$ cat src/rtl/iir_filter_threefold.sv
// iir_filter_threefold: 3-folded 2nd-order IIR section, Q10.10, one MAC.
// Define IIR_SAT_EN for a saturating output; the default build wraps.
module iir_filter_threefold #(
    parameter int W    = 20,
    parameter int FRAC = 10,
    parameter int B0   = 512,
    parameter int A1   = 256,
    parameter int A2   = -128
) (
    input  logic         clk,
    input  logic         rst,
    input  logic [W-1:0] x,
    output logic [W-1:0] y,
    output logic         y_valid
);

    localparam int AW = 2*W+2;

    localparam logic signed [W-1:0] B0C = W'(B0);
    localparam logic signed [W-1:0] A1C = W'(A1);
    localparam logic signed [W-1:0] A2C = W'(A2);

    typedef enum logic [1:0] {
        PH0 = 2'd0,
        PH1 = 2'd1,
        PH2 = 2'd2
    } phase_t;

    phase_t phase;
    phase_t phase_nx;

    logic signed [W-1:0]    x_reg;
    logic signed [W-1:0]    y1;
    logic signed [W-1:0]    y2;
    logic signed [AW-1:0]   acc;
    logic signed [W-1:0]    m_c;
    logic signed [W-1:0]    m_d;
    logic signed [2*W-1:0]  prod;
    logic signed [AW-1:0]   prod_ext;
    logic signed [AW-1:0]   sum;
    logic signed [W-1:0]    fit_r;
    logic                   unused_bits;

    // Phase register: 0 -> 1 -> 2 -> 0, forced to 0 by reset
    always_ff @(posedge clk) begin
        if (rst) begin
            phase <= PH0;
        end else begin
            phase <= phase_nx;
        end
    end

    // Next-phase logic
    always_comb begin
        phase_nx = PH0;
        unique case (phase)
            PH0:     phase_nx = PH1;
            PH1:     phase_nx = PH2;
            default: phase_nx = PH0;
        endcase
    end

    // Shared multiplier operand mux: (B0,x) / (A1,y1) / (A2,y2)
    always_comb begin
        m_c = B0C;
        m_d = $signed(x);
        unique case (phase)
            PH0: begin
                m_c = B0C;
                m_d = $signed(x);
            end
            PH1: begin
                m_c = A1C;
                m_d = y1;
            end
            PH2: begin
                m_c = A2C;
                m_d = y2;
            end
            default: begin
                m_c = B0C;
                m_d = $signed(x);
            end
        endcase
    end

    assign prod     = m_c * m_d;
    assign prod_ext = {{2{prod[2*W-1]}}, prod};
    assign sum      = acc + prod_ext;

`ifdef IIR_SAT_EN
    localparam int HW = AW - (W+FRAC-1);

    logic [HW-1:0] hi;
    logic          ovf;

    assign hi  = sum[AW-1:W+FRAC-1];
    assign ovf = ~((&hi) | ~(|hi));

    // Clamp the shifted sum to the W-bit signed range
    always_comb begin
        fit_r = sum[W+FRAC-1:FRAC];
        if (ovf) begin
            fit_r = sum[AW-1] ? {1'b1, {(W-1){1'b0}}}
                              : {1'b0, {(W-1){1'b1}}};
        end
    end

    assign unused_bits = ^{x_reg, sum[FRAC-1:0]};
`else
    assign fit_r = sum[W+FRAC-1:FRAC];

    assign unused_bits = ^{x_reg, sum[AW-1:W+FRAC], sum[FRAC-1:0]};
`endif

    // Datapath: load, accumulate, then shift/fit and update history
    always_ff @(posedge clk) begin
        if (rst) begin
            x_reg   <= '0;
            y1      <= '0;
            y2      <= '0;
            acc     <= '0;
            y       <= '0;
            y_valid <= 1'b0;
        end else begin
            y_valid <= 1'b0;
            unique case (phase)
                PH0: begin
                    x_reg <= $signed(x);
                    acc   <= prod_ext;
                end
                PH1: begin
                    acc <= sum;
                end
                PH2: begin
                    y       <= fit_r;
                    y1      <= fit_r;
                    y2      <= y1;
                    y_valid <= 1'b1;
                end
                default: begin
                    acc <= acc;
                end
            endcase
        end
    end

endmodule

$ cat config.mk
export PLATFORM = sky130hd
export DESIGN_NAME = iir_filter_threefold
export DESIGN_NICKNAME = d
export VERILOG_FILES = /design/src/rtl/iir_filter_threefold.sv
export SDC_FILE = /design/constraint.sdc
export NUM_CORES = 1
export LEC_CHECK = 0
export ABC_AREA = 1
export CAP_MARGIN = 30
export CORE_MARGIN = 3
export CORE_UTILIZATION = 55
export CTS_CLUSTER_SIZE = 20
export DETAILED_ROUTE_END_ITERATION = 8
export DONT_BUFFER_PORTS = 1
export GPL_TIMING_DRIVEN = 0
export PLACE_DENSITY_LB_ADDON = 0.1
export SYNTH_ARGS = -nofsm -noshare
export SYNTH_HDL_FRONTEND = slang
export SYNTH_SLANG_ARGS = --single-unit
$ cat constraint.sdc
create_clock -name clk -period 23.9 [get_ports clk]
set_input_delay 3.585 -clock clk [delete_from_list [all_inputs] [get_ports clk]]
set_output_delay 3.585 -clock clk [all_outputs]
set_load 0.05 [all_outputs]
==> results of run 1 <==
state kept, by name, indices dropped and copies added, names as in the netlist:
register  flops
y2           20
y1           20
phase         2
y_valid       1
acc          23
synth_stat cells (all sizes together), types with 3 or more instances:
| library cell | n |
|---|---|
| xnor2 | 15 |
| xor2 | 27 |
| a21oi | 94 |
| fa | 123 |
| a31oi | 15 |
| nand4 | 5 |
| dfxtp | 66 |
| nor2 | 73 |
| buf | 12 |
| clkbuf | 24 |
| o211ai | 11 |
| o21bai | 6 |
| ha | 108 |
| o21ai | 91 |
| inv | 293 |
| nor3 | 10 |
| or2 | 20 |
| nand3 | 49 |
| a21o | 6 |
| nand2 | 232 |
| nand3b | 3 |
cell type report:
cell class | count | area [um2]
multi-input combinational | 902 | 7212
tap | 225 | 281.5
clock buffer | 9 | 225.2
inverter | 294 | 1104
clock inverter | 7 | 100.1
buffer | 36 | 155.1
timing repair buffer | 1 | 27.53
sequential | 66 | 1321
fill | 1659 | 6930
logic make-up after synthesis:
kind of cell	count (synthesis)
DFF	66
and+or+nand+nor	395
buffers and inverters	330
xor gates and xnor gates	42
AOI/OAI and AO/OA	234
adders and majority gates	231
metal layers:
metal,vias up,routed length (um),share of wire,track usage
li1,4088,-,-,-
met1,4042,12290,0.46,0.4247
met2,275,12280,0.46,0.4578
met3,34,2031,0.075,0.04399
met4,0,353,0.013,0.04789
met5,-,0,0,0
worst max-delay path: cells and delay by family:
| kind | cells | cell delay, ps |
|---|---|---|
| fa+ha+maj | 9 | 5030 |
| simple gates | 10 | 1370 |
| compound gates | 5 | 1080 |
| buf+inv | 8 | 840 |
| xor+xnor | 1 | 380 |
metrics by stage:
stage          area, um2  setup slack [ps]  std cells    util
5_1_grt            10430             11230       1540  0.6007
4_1_cts            10400             11850       1539  0.5991
2_1_floorplan       9792             12850       1298       -
3_5_place_dp       10070             11530       1523  0.5804
6_report           10430             11870       1540  0.6007
3_3_place_gp       10070             11470       1523  0.5804
worst paths after layout:
kind	to	depth (start not counted)
setup / recovery	acc[28]	33
hold reg to reg	acc[10]	2
setup reg to reg	acc[28]	40
hold / removal	acc[10]	2
layout by cell type (no fill, tap or decap), types with 27 or more instances in the layout:
cell type,netlist,layout
inv_1,290,290
nand3_1,41,41
dfxtp_1,66,66
nand2_1,227,227
xor2_1,27,27
ha_1,108,108
a21oi_1,91,91
o21ai_0,76,76
fa_1,123,123
nor2_1,72,72
==> impl_metrics.yaml, run 1 <==
status:
  status: "completed"
yosys:
  synth_edf_count: 0
  async_reset_ff_frac: 0
  yosysTopAreaCell: "fa_1"
  yosys.area_share.simple: 0.1760
  synth_warnings: 0
  synth_xor_area_frac: 0.03757
  synthAdderAreaFrac: 0.3895
  synthCells: 1298
  synth_top_family_by_area: "adder cells"
  yosysTopAreaCellShare: 0.2515
  synth_compound_area_frac: 0.1335
  yosysSeqAreaShare: 0.1349
  syn_area_um2: 9792
  ys_seq_elements: 66
  yosys_most_used_dff: "dfxtp_1"
  synth_cell_types: 45
  muxShareOfSynthArea: 0
  synthTopCellsByArea: "fa_1 (25%), ha_1 (14%), dfxtp_1 (13%), inv_1 (11%), nand2_1 (8.7%)"
  synth_nets: 1551
  syn_avg_cell_area_um2: 7.544
worst_setup_path:
  worst_setup_path_end_kind: "register"
  crit_required_ps: 24130
  reg2reg_from: "phase[0]"
  max_stage_delay_ps: 900
  cp_data_arrival_time_ps: 12260
  crit_fanout: 7
  crit_path_frequent_cell: "inv_1"
  crit_slowest_cell: "fa_1"
  crit_path_start_kind: "input port"
  cp-startpoint: "x[2]"
  worstSetupPathType: "input port to register"
  worst-r2r-setup-slack_ps: 13290
sta:
  setup_violations: 0
  min_period_ps: 12030
  fin_worst_skew_ps: 9.204
  whs_ps: 498.7
  relSlewSlack: 0.4290
  period_share: 0.5033
  fmax_ghz: 0.08313
  hold_violations: 0
  fin_setup_tns_ps: 0
  tightest_slew_ps: 856.4
  maxSlewViolCount: 0
  grt_setup_unrepaired: "no"
global_routing:
  overflow: 0
  antenna_found_initial: 0
  grt_max_degree: 16
  grt_pass1_vias: 8343
  grt_usage: 0.2879
  grt_pass1_wl_um: 44390
drt:
  drc: 0
  drtAntennaViolNets: 0
  dr.pass1.iters: 5
  finalWirelength_um: 26950
  dr_total_vias: 8439
  via_per_inst: 5.480
  avgRoutedWirePerCell_um: 17.50
  initialDrtViolationCount: 609
clock_tree:
  clockBufferDepth: 2
  cts-root-buf: "clkbuf_16"
  htree_levels: 3
  ctsResizeCount: 0
  path_clk_slew_ps: 60
  cts_tree: "built"
  cts_sinks: 66
  cts_made_buffers: 9
  clk_latency_ps: 340
  hold_buffers: 0
  cts_setup_buffers: 0
placement:
  io_buffer_count: 0
  gp_congestion: 0.9046
  dp_hpwl_um: 22410
final_layout:
  synthToLayoutAreaGrowth_pct: 6.478
  antenna_cells: 0
  drive_gt1_frac: 0.04867
  fin_nets: 1563
floorplan:
  die_area_um2: 19440
  die_w_um: 139.4
  io_pins: 43
  fp.dieH_um: 139.4
  num_rows: 48
  core_area_um2: 17360
  start_util: 0.5642
hold_path:
  hold_path_startpoint: "acc[10]"
  hold_path_class: "register to register"
job:
  maxCapViolations: 0
Power of run 1 is left out: the tool's default activity adds up to more than one toggle a clock period on the data nets, which glitch-free logic cannot reach.
==> run 2, diff against run 1 <==
clock period = 12.45 ns   (was 23.9 ns; I/O delays follow)
==> results of run 2 <==
Same layout as run 1 (identical final DEF). Status: completed.
Main changes from that run: setup slack after placement 11530 ps -> 1799 ps; setup slack after layout 11870 ps -> 1844 ps; start point of the critical path x[2] -> phase[0]; register-to-register setup slack 13290 ps -> 1840 ps
Power of run 2 is left out for the same reason.
==> run 3, diff against run 2 <==
CTS_BUF_LIST = sky130_fd_sc_hd__clkbuf_4 sky130_fd_sc_hd__clkbuf_8   (was not set)
==> impl_metrics.yaml, run 3 (same netlist as run 1, synthesis figures left out) <==
final_layout:
  drive_gt1_frac: 0.04867
  largest_reg_flops: 23
  top_regs: "acc: 23 flops, y1: 20 flops, y2: 20 flops"
  top_register: "acc"
  fin_nets: 1563
  synthToLayoutAreaGrowth_pct: 5.443
  final_common_cell: "inv_1"
  antenna_cells: 0
  nFillCells: 1673
  final_cell_mix: "inv_1 (290), nand2_1 (227), fa_1 (123), ha_1 (108), a21oi_1 (91)"
drt:
  drc: 0
  dr_total_vias: 8408
  finalWirelength_um: 26750
  initialDrtViolationCount: 631
  via_per_inst: 5.460
  avgRoutedWirePerCell_um: 17.37
  dr.pass1.iters: 8
  drtAntennaViolNets: 0
placement:
  gp_congestion: 0.9046
  io_buffer_count: 0
  dp_hpwl_um: 22410
floorplan:
  die_area_um2: 19440
  fp.dieH_um: 139.4
  die_w_um: 139.4
  start_util: 0.5642
  num_rows: 48
  io_pins: 43
  core_area_um2: 17360
clock_tree:
  cts_made_buffers: 9
  clockBufferDepth: 2
  cts-root-buf: "clkbuf_8"
  cts_setup_buffers: 0
  htree_levels: 3
  clk_latency_ps: 370
  path_clk_slew_ps: 80
  ctsResizeCount: 0
  cts_tree: "built"
  hold_buffers: 0
  cts_sinks: 66
worst_setup_path:
  worstSetupPathType: "register to register"
  cp_data_arrival_time_ps: 10870
  worst_setup_path_end_kind: "register"
  crit_fanout: 10
  crit_slowest_cell: "fa_1"
  crit_path_frequent_cell: "inv_1"
  crit_path_start_kind: "register"
  crit_buf_inv: 12
  crit_required_ps: 12710
  crit_cells: 40
  max_stage_delay_ps: 890
  ff2ff_path_depth: 40
  cp_top_family: "adder cells"
hold_path:
  whs_path_depth: 2
  hold_path_class: "register to register"
global_routing:
  grt_usage: 0.2864
  overflow: 0
  grt_pass1_wl_um: 44130
  antenna_found_initial: 0
  grt_max_degree: 16
  grt_pass1_vias: 8280
sta:
  min_period_ps: 10610
  fin_setup_tns_ps: 0
  tightest_slew_ps: 851.0
  hold_violations: 0
  fmax_ghz: 0.09427
  period_share: 0.8520
  relSlewSlack: 0.4326
  grt_setup_unrepaired: "no"
  fin_worst_skew_ps: 16.69
  maxSlewViolCount: 0
  setup_violations: 0
status:
  status: "completed"
job:
  maxCapViolations: 0
run 3: cell counts in the layout (fill, tap and decap cells not counted):
No cell type changed its count.
run 3: path summary, 6_finish.rpt:
check | startpoint | endpoint | slack [ps]
min | acc[20] | acc[20] | 510
max reg2reg | phase[0] | y1[16] | 1840
max | phase[0] | y1[16] | 1840
min reg2reg | acc[20] | acc[20] | 510
run 3: layout make-up:
class                   count  area (um2)  share of cell area
multi-input cells         902        7212              0.6985
inverters                 294        1104              0.1069
well taps                 225       281.5             0.02727
clock buffers               9       123.9             0.01200
clock inverters             7       100.1            0.009695
flip-flops and latches     66        1321              0.1280
plain buffers              36       155.1             0.01503
repair buffers              1       27.53            0.002666
run 3: worst reg2reg max path: cells and delay by family (launching register included):
kind	cells	cell delay, ps
adder cells (fa/ha/maj)	10	5310
AND/OR/NAND/NOR	11	1790
buffers and inverters	12	1680
AO/OA/AOI/OAI	6	1060
XOR/XNOR	1	370
flip-flops	1	330
run 3: per-layer routing:
| metal | GRT usage | wire [um] | vias up |
|---|---|---|---|
| met5 | 0 | 0 | - |
| met4 | 0.05510 | 439 | 0 |
| met3 | 0.04983 | 1924 | 38 |
| met2 | 0.4463 | 12000 | 242 |
| met1 | 0.4235 | 12380 | 4055 |
| li1 | - | - | 4073 |
run 3: metrics by stage:
stage | cells | hold slack (ps) | instance area (um2) | utilization | worst slack, ps
3_3_place_gp | 1523 | 478.8 | 10070 | 0.5804 | 1742
4_1_cts | 1539 | 500.0 | 10300 | 0.5933 | 1824
5_1_grt | 1540 | 526.2 | 10320 | 0.5949 | 1151
2_1_floorplan | 1298 | 463.1 | 9792 | - | 3115
3_5_place_dp | 1523 | 487.9 | 10070 | 0.5804 | 1799
6_report | 1540 | 506.8 | 10320 | 0.5949 | 1843
Power of run 3 is left out for the same reason.
==> edit 1, RTL diff (flow settings as in run 2) <==
Put one more register stage on the output `y_valid`, cleared by the reset. The value now appears one clock later. The other outputs are not delayed to match.
--- a/src/rtl/iir_filter_threefold.sv
+++ b/src/rtl/iir_filter_threefold.sv
@@ -26,4 +26,6 @@
         PH2 = 2'd2
     } phase_t;
+
+    logic y_valid_s0;
 
     phase_t phase;
@@ -122,7 +124,7 @@
             acc     <= '0;
             y       <= '0;
-            y_valid <= 1'b0;
+            y_valid_s0 <= 1'b0;
         end else begin
-            y_valid <= 1'b0;
+            y_valid_s0 <= 1'b0;
             unique case (phase)
                 PH0: begin
@@ -137,5 +139,5 @@
                     y1      <= fit_r;
                     y2      <= y1;
-                    y_valid <= 1'b1;
+                    y_valid_s0 <= 1'b1;
                 end
                 default: begin
@@ -146,4 +148,12 @@
     end
 
+    always_ff @(posedge clk) begin
+        if (rst) begin
+            y_valid <= '0;
+        end else begin
+            y_valid <= y_valid_s0;
+        end
+    end
+
 endmodule
 
Behaviour: not the same (a bounded check fails within 4 cycles, from zero or initial values and one cycle with rst high).
==> edit 1 against run 2 <==
  * Wire length is 4.1% lower
  * Sequential cell count rose by 1
  * Critical path depth is 1 lower
  * Critical path type unchanged
  * Worst setup slack worse by 290 ps
  * Largest cell class unchanged
  * Final area is 0.13% lower
  * Sequential share of layout area rose by 0.21 points
  * Non-clock buffer count is 1 higher
  * Area after synthesis up 0.42%
Power is not shown: default switching activity piles up to over one toggle a cycle in this logic, so the estimate is an artifact.
==> edit 1: results (changes against run 2) <==
stage,metric,value,unit,change
finish,drive_gt1_frac,0.05633,,+0.007658
grt,grt_pass1_vias,8006,,-4.0%
synth,ys_top_cells_by_area,"fa_1 25%, ha_1 14%, dfxtp_1 14%",,
finish,fillers,1629,,-1.8%
clock_tree,cts_setup_buffers,0,,unchanged
grt,grt_max_degree,16,,unchanged
synth,synth_cell_type_count,51,,+13%
clock_tree,htreeDepth,3,,unchanged
route,dr_total_vias,8203,,-2.8%
min_path,whs_endpoint,y_valid$_SDFF_PP0_,,
synth,synthAdderAreaFrac,0.3878,,-0.001635
finish,reg_top3,"acc x23, y1 x20, y2 x20",,
route,dr.pass1.iters,6,,+1
clock_tree,numCtsBuffers,9,,unchanged
synth,yosysWarnings,0,,unchanged
min_path,hp-start,y_valid_s0$_SDFF_PP0_,,
grt,antenna_found_initial,1,,+1
clock_tree,path_clk_slew,60,ps,about the same
setup_path,reg2regPathDepth,39,,-2.5%
clock_tree,ctsResizeCount,0,,unchanged
clock_tree,clock_latency,340,ps,about the same
synth,yosys-top-cells-count,"276 x inv_1, 193 x nand2_1, 123 x fa_1",,
min_path,hp-class,reg2reg,,
synth,muxShareOfSynthArea,0,,unchanged
timing,worstMarginPinSlew,790.3,ps,-66.09 ps
synth,synthArstFlopShare,0,,unchanged
setup_path,crit_slowest_cell,fa_1,,
timing,clock_skew,5.563,ps,-3.641 ps
setup_path,regToRegStartpoint,phase[1]$_SDFF_PP0_,,
setup_path,reg2reg_to,y1[16]$_SDFFE_PP0N_,,
run_status,status,"complete, no violations",,
route,wl_per_cell,16.97,um,-3.0%
setup_path,cp_max_fo,10,,unchanged
synth,synth_ff_type,dfxtp_1,,
finish,nNetsFinal,1544,,-1.2%
setup_path,slowest_delay,930,ps,+30 ps
synth,synth_seq_area_share,0.1364,,+0.001469
synth,synthXorXnorAreaFrac,0.04708,,+0.009513
clock_tree,clockBufferDepth,2,,unchanged
route,drt-initial-drc-count,642,,+5.4%
placed_design,place_congestion,0.9340,,+3.3%
synth,synth_compound_area_frac,0.1435,,+0.01000
min_path,hold_depth,2,,unchanged
setup_path,r2r_slack,1560,ps,-290 ps
grt,grt.total_usage,0.2727,,-0.01519
clock_tree,cts_root_buf,clkbuf_16,,
placed_design,portBuffers,0,,unchanged
placed_design,dp_hpwl,21.89,mm,-2.3%
setup_path,arrival,11130,ps,+290 ps
grt,grt_pass1_wl,42.19,mm,-5.0%
==> edit 1: routing by layer <==
layer,GRT usage,vias up,part of all wire
li1,-,4040,-
met1,0.3969,3902,0.46
met2,0.4300,219,0.45
met3,0.04502,40,0.059
met4,0.06119,2,0.023
met5,0,-,0.00043
==> edit 1: kinds of logic after synthesis <==
family,count (synthesis)
buffers and inverters,324
AND/OR/NAND/NOR,355
AO/OA/AOI/OAI,250
adder cells (fa/ha/maj),231
XOR/XNOR,52
flip-flops,67
==> edit 1: worst max path at each step <==
stage / from / end / slack (ps) / depth (start not counted)
6_report: phase[1]$_SDFF_PP0_ / y1[16]$_SDFFE_PP0N_ / 1560 / 39
3_3_place_gp: x[2] / y1[16]$_SDFFE_PP0N_ / 1570 / 32
4_1_cts: phase[1]$_SDFF_PP0_ / y1[16]$_SDFFE_PP0N_ / 1580 / 39
2_1_floorplan: x[2] / y1[19]$_SDFFE_PP0N_ / 3000 / 35
5_1_grt: phase[1]$_SDFF_PP0_ / y1[16]$_SDFFE_PP0N_ / 890 / 39
3_5_place_dp: x[2] / y1[16]$_SDFFE_PP0N_ / 1600 / 32
==> edit 1: metrics by stage <==
| step | utilization | hold slack (ps) | instances | worst slack [ps] | instance area [um2] |
|---|---|---|---|---|---|
| after floorplan | - | 388.3 | 1279 | 2998 | 9833 |
| after global placement | 0.5807 | 402.3 | 1504 | 1575 | 10110 |
| after detailed placement | 0.5807 | 406.8 | 1504 | 1597 | 10110 |
| after CTS | 0.5967 | 416.5 | 1520 | 1578 | 10390 |
| after global routing | 0.5976 | 448.8 | 1521 | 885.1 | 10410 |
| final | 0.5978 | 417.5 | 1523 | 1556 | 10410 |
==> edit 1: layout make-up <==
class / instances / area (um2) / area share
Antenna cell: 2 / 5.005 / 0.0004807
Buffer: 37 / 156.4 / 0.01502
Clock buffer: 9 / 225.2 / 0.02163
Clock inverter: 7 / 52.55 / 0.005047
Inverter: 287 / 1077 / 0.1035
Multi-Input combinational cell: 888 / 7258 / 0.6971
Sequential cell: 67 / 1341 / 0.1288
Tap cell: 225 / 281.5 / 0.02704
Timing Repair Buffer: 1 / 15.01 / 0.001442
==> edit 1: worst max-delay path, delay by kind of cell, from the launching register on <==
| kind | cells | cell delay [ps] |
|---|---|---|
| adder cells (fa/ha/maj) | 10 | 5190 |
| buffers and inverters | 12 | 2010 |
| flip-flops | 1 | 330 |
| XOR/XNOR | 1 | 390 |
| AND/OR/NAND/NOR | 8 | 1200 |
| AO/OA/AOI/OAI | 8 | 1670 |
==> edit 2, RTL diff (settings of run 2) <==
Without the edit above. `W`: 20 -> 40.
--- a/src/rtl/iir_filter_threefold.sv
+++ b/src/rtl/iir_filter_threefold.sv
@@ -2,5 +2,5 @@
 // Define IIR_SAT_EN for a saturating output; the default build wraps.
 module iir_filter_threefold #(
-    parameter int W    = 20,
+    parameter int W    = 40,
     parameter int FRAC = 10,
     parameter int B0   = 512,
Ports: changed (resized x and y); port bits go from 43 to 83. The function was not compared with the original's and may differ.
==> edit 2 against run 2 <==
  * Final area grew 120%
  * Critical path depth rose by 2
  * Clock skew grew 1.5 ps
  * Cell count is 130% higher
  * Wire length increased to 2.8 times the old value
  * Count of clock-buffer cells in the layout is 10 higher
  * Area after synthesis grew 120%
  * Hold slack better by 1.2 ps
  * Worst setup slack got worse by 1300 ps
  * Sequential cell count up 60
  * Critical path type unchanged
  * Highest routed layer is now met5
Power is left out: the tool's default activity adds up to more than one toggle a clock period on the data nets, which glitch-free logic cannot reach.
==> edit 2: results (changes against run 2) <==
stage,metric,value,unit,change
run_status,status,"complete, no violations",,
grt,use_met1,0.4948,,+0.07008
route,dr_total_vias,19670,,+130%
finish,reg_top3,"acc x43, y1 x40, y2 x40",,
route,route.met2.wl,32.95,mm,+170%
grt,antenna_found_initial,5,,+5
grt,grt_pass1_wl,113.3,mm,+160%
clock_tree,numCtsBuffers,17,,+8
grt,grt_max_degree,20,,+4
synth,synth_seq_area_share,0.1159,,-0.01903
clock_tree,htreeDepth,4,,+1
route,dr.pass1.iters,5,,unchanged
route,wl,75.07,mm,+180%
setup_path,slowest_delay,710,ps,-190 ps
synth,synth_cell_type_count,52,,+16%
grt,grt_pass1_vias,19450,,+130%
placed_design,dp_hpwl,64.97,mm,+190%
timing,fin_crit,11940,ps,+1331 ps
route,wl_met1,31.98,mm,+160%
synth,synth_nets,3507,,+130%
clock_tree,clockBufferDepth,2,,unchanged
route,route.met3.wl,6.166,mm,+200%
grt,grt.total_usage,0.3597,,+0.07183
route,drt-initial-drc-count,1786,,+190%
finish,nNetsFinal,3544,,+130%
synth,yosys-top-cells-count,"674 x inv_1, 454 x nand2_1, 284 x fa_1",,
timing,clock_skew,10.75,ps,+1.550 ps
timing,hold_ws,499.9,ps,+1.232 ps
setup_path,r2r_slack,510,ps,-1330 ps
route,highest_layer,met5,,
setup_path,path_delay_family,adder cells,,
setup_path,arrival,12280,ps,+1440 ps
synth,synth_ff_type,dfxtp_1,,
placed_design,place_worst_setup_slack,-532.2,ps,-2331 ps
placed_design,place_congestion,0.9763,,+7.9%
setup_path,crit_slowest_cell,fa_2,,
clock_tree,clock_latency,450,ps,+110 ps
grt,grtUsageMet3,0.06579,,+0.02180
synth,yosysWarnings,0,,unchanged
min_path,hp-class,reg2reg,,
grt,grtUsageMet2,0.5548,,+0.09706
finish,drive_gt1_frac,0.05697,,+0.008301
timing,max-slew-margin-rel,0.3656,,-0.06349
synth,ys_top_cells_by_area,"fa_1 26%, ha_1 14%, inv_1 12%",,
-- edit 2: worst paths after layout --
| kind | startpoint | end | cells after the start |
|---|---|---|---|
| setup / recovery | phase[1]$_SDFF_PP0_ | acc[46]$_SDFFE_PP0N_ | 42 |
| setup reg to reg | phase[1]$_SDFF_PP0_ | acc[46]$_SDFFE_PP0N_ | 42 |
| hold / removal | acc[26]$_SDFFE_PP0N_ | acc[26]$_SDFFE_PP0N_ | 2 |
| hold reg to reg | acc[26]$_SDFFE_PP0N_ | acc[26]$_SDFFE_PP0N_ | 2 |
-- edit 2: timing repair --
action	4_1_cts	5_1_grt
pin swaps	0	4
hold endpoints to repair	0	0
endpoints found under the setup margin	29	41
gates resized for setup	6	36
hold buffers	0	0
setup buffers	0	18
-- edit 2: cells by family after synthesis --
family                   count (synthesis)  share of synthesized area
adder cells (fa/ha/maj)                532                     0.4037
flip-flops                             126                     0.1159
AO/OA/AOI/OAI                          509                     0.1312
XOR/XNOR                               101                    0.04065
buffers and inverters                  762                     0.1336
AND/OR/NAND/NOR                        904                     0.1749
-- edit 2: cell type report --
type / instances / area (um2)
Fill cell: 3578 / 15580
Multi-Input combinational cell: 2046 / 16410
Clock inverter: 13 / 103.9
Sequential cell: 126 / 2522
Tap cell: 518 / 648.1
Buffer: 78 / 346.6
Inverter: 682 / 2580
Antenna cell: 5 / 12.51
Timing Repair Buffer: 20 / 173.9
Clock buffer: 19 / 452.9
-- edit 2: stage by stage --
step	utilization	cell area [um2]	TNS, ps	instances
6_report	0.5987	23250	0	3507
5_1_grt	0.5985	23240	-6.486	3503
4_1_cts	0.5931	23030	0	3485
3_5_place_dp	0.5782	22450	-7162	3454
3_3_place_gp	0.5772	22410	-7845	3452
2_1_floorplan	-	21760	0	2934
